==> config.mk <==
export PLATFORM = sky130hd
export DESIGN_NAME = regfile_mp
export DESIGN_NICKNAME = d
export VERILOG_FILES = /design/src/rtl/regfile_pkg.sv /design/src/rtl/regfile_clr_fsm.sv /design/src/rtl/regfile_mp.sv
export SDC_FILE = /design/constraint.sdc
export NUM_CORES = 1
export LEC_CHECK = 0
export BUFFER_PORTS_ARGS = -buffer_cell sky130_fd_sc_hd__clkbuf_2
export CORE_UTILIZATION = 40
export DETAILED_ROUTE_END_ITERATION = 6
export PLACE_DENSITY = 0.57
export SYNTH_ARGS = -nofsm -noshare
export SYNTH_HDL_FRONTEND = slang
export SYNTH_HIERARCHICAL = 1
export SYNTH_SLANG_ARGS = --single-unit
==> constraint.sdc <==
create_clock -name clk -period 4.43 [get_ports clk]
set_input_delay 0.443 -clock clk [delete_from_list [all_inputs] [get_ports clk]]
set_output_delay 0.443 -clock clk [all_outputs]
set_load 0.02 [all_outputs]
==> src/rtl/regfile_pkg.sv <==
// Shared types and helpers for the multi-port register file.
package regfile_pkg;

  typedef enum logic [1:0] {
    IDLE  = 2'd0,
    CLEAR = 2'd1,
    DONE  = 2'd2
  } clr_state_t;

  // Widest data word the byte-merge helper handles; callers cast in and out.
  localparam int unsigned DMAX_W  = 1024;
  localparam int unsigned DMAX_BE = DMAX_W / 8;

  function automatic int unsigned clog2(input int unsigned v);
    int unsigned r;
    r = 0;
    for (int unsigned i = 0; i < 32; i++) begin
      if ((64'd1 << i) < 64'(v)) r = i + 1;
    end
    return r;
  endfunction

  function automatic logic [DMAX_W-1:0] merge_be(input logic [DMAX_W-1:0]  old_d,
                                                 input logic [DMAX_W-1:0]  new_d,
                                                 input logic [DMAX_BE-1:0] be);
    logic [DMAX_W-1:0] r;
    for (int k = 0; k < int'(DMAX_BE); k++) begin
      r[8*k +: 8] = be[k] ? new_d[8*k +: 8] : old_d[8*k +: 8];
    end
    return r;
  endfunction

endpackage

==> src/rtl/regfile_clr_fsm.sv <==
// Sequential soft-clear engine: walks every entry once, then pulses done.
module regfile_clr_fsm
  import regfile_pkg::*;
#(
  parameter int unsigned DEPTH = 16,
  parameter int unsigned AW    = clog2(DEPTH)
) (
  input  logic          clk,
  input  logic          rst,
  input  logic          clr_req,
  output logic          clr_busy,
  output logic          clr_done,
  output logic [AW-1:0] clr_addr
);

  clr_state_t state;

  // clr_busy doubles as the clear write strobe; clr_addr is the entry zeroed this cycle.
  always_ff @(posedge clk) begin
    if (rst) begin
      state    <= IDLE;
      clr_addr <= '0;
      clr_busy <= 1'b0;
      clr_done <= 1'b0;
    end else begin
      clr_done <= 1'b0;
      case (state)
        IDLE: begin
          if (clr_req) begin
            state    <= CLEAR;
            clr_addr <= '0;
            clr_busy <= 1'b1;
          end
        end
        CLEAR: begin
          if (clr_addr == AW'(DEPTH - 1)) begin
            state    <= DONE;
            clr_busy <= 1'b0;
            clr_done <= 1'b1;
          end else begin
            clr_addr <= clr_addr + AW'(1);
          end
        end
        DONE:    state <= IDLE;
        default: state <= IDLE;
      endcase
    end
  end

endmodule

==> src/rtl/regfile_mp.sv <==
// Parametrised multi-port register file with byte enables, bypass and soft clear.
module regfile_mp
  import regfile_pkg::*;
#(
  parameter  int unsigned DATA_W  = 16,
  parameter  int unsigned DEPTH   = 16,
  parameter  int unsigned NUM_RD  = 2,
  parameter  int unsigned BYPASS  = 1,
  parameter  int unsigned ZERO_R0 = 0,
  localparam int unsigned AW      = clog2(DEPTH)
) (
  input  logic                     clk,
  input  logic                     rst,
  input  logic                     we,
  input  logic [AW-1:0]            waddr,
  input  logic [DATA_W-1:0]        wdata,
  input  logic [DATA_W/8-1:0]      wbe,
  input  logic [NUM_RD*AW-1:0]     raddr,
  output logic [NUM_RD*DATA_W-1:0] rdata,
  input  logic                     clr_req,
  output logic                     clr_busy,
  output logic                     clr_done
);

  logic [DATA_W-1:0] mem [DEPTH];
  logic [AW-1:0]     clr_addr;
  logic              wr_ok_c;

  regfile_clr_fsm #(
    .DEPTH (DEPTH),
    .AW    (AW)
  ) u_clr_fsm (
    .clk      (clk),
    .rst      (rst),
    .clr_req  (clr_req),
    .clr_busy (clr_busy),
    .clr_done (clr_done),
    .clr_addr (clr_addr)
  );

  // A write commits only when idle, in range and not aimed at a hardwired-zero entry 0.
  assign wr_ok_c = we && !clr_busy && (32'(waddr) < DEPTH) &&
                   !((ZERO_R0 != 0) && (waddr == '0));

  always_ff @(posedge clk) begin
    if (rst) begin
      mem <= '{default: '0};
    end else if (clr_busy) begin
      mem[clr_addr] <= '0;
    end else if (wr_ok_c) begin
      mem[waddr] <= DATA_W'(merge_be(DMAX_W'(mem[waddr]), DMAX_W'(wdata), DMAX_BE'(wbe)));
    end
  end

  for (genvar p = 0; p < int'(NUM_RD); p++) begin : g_rd
    logic [AW-1:0]     ra;
    logic [DATA_W-1:0] stored;
    logic [DATA_W-1:0] rd;

    assign ra = raddr[p*AW +: AW];

    // Write-first bypass merges the pending byte lanes over the stored word.
    always_comb begin
      stored = '0;
      if ((32'(ra) < DEPTH) && !((ZERO_R0 != 0) && (ra == '0))) stored = mem[ra];
      rd = stored;
      if ((BYPASS != 0) && wr_ok_c && (ra == waddr)) begin
        rd = DATA_W'(merge_be(DMAX_W'(stored), DMAX_W'(wdata), DMAX_BE'(wbe)));
      end
    end

    assign rdata[p*DATA_W +: DATA_W] = rd;
  end

endmodule
==> results.toml <==
[global_route]
grt.overflow.total = 0
grt_max_degree = 81
grt.total_usage_pct = 30.29
grt_pass1_wl_mm = 87.18
grt_pass1_vias = 12750
antenna_found_initial = 0

[timing]
rsz0062_at_grt = "no"
report.final.hold_viol_count = 0
period_needed_ns = 3.226
finalClockSkew_ns = 0.02266
setup_violations = 0
maxSlewViolCount = 0
finalCritPeriodShare_pct = 72.82
maxSlewHeadroom_pct = 21.05
fmax_ghz = 0.3100
worst_slew_pin_slew_ns = 1.184
worst_hold_slack_ns = 0.1464
setup_tns_ns = 0

[logic_synthesis]
synth_area_um2 = 15340
synth_top_area_share_pct = 34.45
yosysMostFrequentCell = "dfxtp_1"
synth_cell_types = 54
ys_async_sr_fraction_pct = 0
synth.yosys.seq_area_share_pct = 34.45
synthTopCellsByCount = "264 x dfxtp_1, 256 x a22o_1, 148 x mux2i_1, 138 x mux4_2, 89 x nand2_1"
ys.flop_type = "dfxtp_1"
ys_ff_latch = 264
netlist_top_cells_area = "dfxtp_1 34%, mux4_2 20%, a22o_1 15%, mux2i_1 9.7%, mux2_2 2.3%"
postSynthCellCount = 1372
yosysWarnings = 6
avgSynthCellArea_um2 = 11.18
synth_top_cell_by_area = "dfxtp_1"
synth_edf_count = 0
synth_nets = 1407

[worst_setup_path]
critical_path_required_ns = 3.99
critPathLaunchType = "primary input"
criticalPathCategory = "in2out"
crit_path_end = "rdata[6]"
endpoint_kind = "output pin"
cp_cell_sequence = "buf_6 -> xnor2_1 -> nand4_1 -> nor2_2 -> mux2_2 -> clkbuf_2"
worstRegToRegCells = 6
worstPathArrival_ns = 2.78
critPathMaxStageDelay_ns = 0.76
r2r_end = "mem[143]"
ff2ff_setup_slack_ns = 1.80
slowest_stage = "nor2_2"
worstPathMaxFanout = 61
crit_path_start = "waddr[1]"
crit_family = "simple AND/OR/NAND/NOR gates"
path_buf_inv = 2
crit_cells = 6
r2r_start = "u_clr_fsm/clr_busy"

[clock_tree]
clkTransAtPathRegs_ns = 0.07
cts.sinks = 264
cts_setup_buffers = 0
cts_tree = "built"
cts_resized = 0
htreeDepth = 1
cts_buffers = 31
cts_root_buf = "clkbuf_16"
cts_hold_buf = 0
ctsLongestPathBuffers = 3
clock_latency_ns = 0.59

[cells_and_area]
area_growth_pct = 13.10
fin_util_pct = 46.06
stdcell_count = 1928
drive_gt1_share_pct = 27.03
n_antenna_cell = 0
nets = 1427

[power_and_ir_drop]
ir_drop_mv = 0.2747
power.total_w = 0.006028
power_density_nw_per_um2 = 347.4
power_leakage_nw = 6.710

[floorplanning]
die_area_um2 = 39140
rows = 71
die_h_um = 197.8
die_w_um = 197.8
ioPinCount = 68
start_util_pct = 40.73
coreArea_um2 = 37670

[drt]
wl_mm = 58.75
drtIter0Drc = 1531
wl_per_cell_um = 30.47
ant_nets = 0
viasPerCell = 6.772
num_vias = 13060
drc = 1
drtPass1Iterations = 7

[placed_design]
dp_cells = 1870
gp_congestion = 0.8777
portBuffers = 67
place_hpwl_mm = 35.31

[run_status]
violations = "design-rule violations"
status = "complete, but fails checks"

[hold_path]
holdPathStages = 2
min_path_type = "in2reg"

[flow_run]
max_cap_viol_count = 0
final cells by class:
class / instances / area (µm²)
fill: 3548 / 20320
timing repair buffer: 125 / 832.0
clock buffer: 41 / 863.3
sequential: 264 / 5285
clock inverter: 17 / 282.8
multi-input combinational: 968 / 9440
inverter: 2 / 7.507
tap: 511 / 639.4
how the worst min path moves through the flow:
stage          startpoint                    end
6_report              rst  u_clr_fsm/clr_addr[0]
5_1_grt               rst  u_clr_fsm/clr_addr[1]
4_1_cts               rst  u_clr_fsm/clr_addr[1]
3_5_place_dp     mem[162]               mem[162]
3_3_place_gp      mem[20]                mem[20]
2_1_floorplan    mem[196]               mem[196]
kinds of logic (layout without fill, tap and decap cells):
group	Yosys count	after routing	share of synthesized area, %
AO/OA/AOI/OAI	380	380	19.94
multiplexers	319	319	32.44
flip-flops	264	264	34.45
AND/OR/NAND/NOR	260	260	7.977
buffers and inverters	140	185	4.657
XOR/XNOR	8	8	0.4568
adder cells (fa/ha/maj)	1	1	0.08155
stage by stage:
step                worst slack, ns  area (µm²)
floorplan                     1.852       15340
finish                        1.204       17350
global route                  1.114       17350
global placement              1.286       16200
detailed placement            1.269       16200
CTS                           1.263       17350
sequential cells by signal, summed over array words and instances (netlist names):
signal,flops
mem,256
u_clr_fsm/state,2
u_clr_fsm/clr_done,1
u_clr_fsm/clr_busy,1
u_clr_fsm/clr_addr,4
per-layer routing:
layer | share of wire [%] | track usage (%)
met1 | 40 | 41.06
met3 | 10 | 5.723
met5 | 0 | 0
met2 | 45 | 46.66
met4 | 4.7 | 13.95
power breakdown:
| group | switching [W] | internal (W) | total, W |
|---|---|---|---|
| registers | 0.0000313 | 0.00240 | 0.00243 |
| clock network | 0.00111 | 0.00178 | 0.00289 |
| logic | 0.000480 | 0.000228 | 0.000708 |
| total | 0.00162 | 0.00441 | 0.00603 |
cells in the final DEF (no fill, tap or decap), types with 4 or more instances in the layout:
cell       instances
nand3_1           33
dfxtp_1          264
a221oi_2           5
clkbuf_16         31
nor3_1             9
clkbuf_2          61
a22oi_1           32
mux2i_1          148
bufinv_16          7
mux4_2           138
xnor2_1            8
a21oi_1           44
clkinv_2           4
nand2b_1          10
clkbuf_8           5
nor2_1            56
buf_4             56
clkbuf_1           5
nor2b_1            4
o21ai_0           25
nor2_2            10
a22o_1           256
nand4_1           18
buf_12             4
nand2_1           89
mux2_2            32
o22ai_1            5
Note: power is estimated with default switching activity, not from simulation.
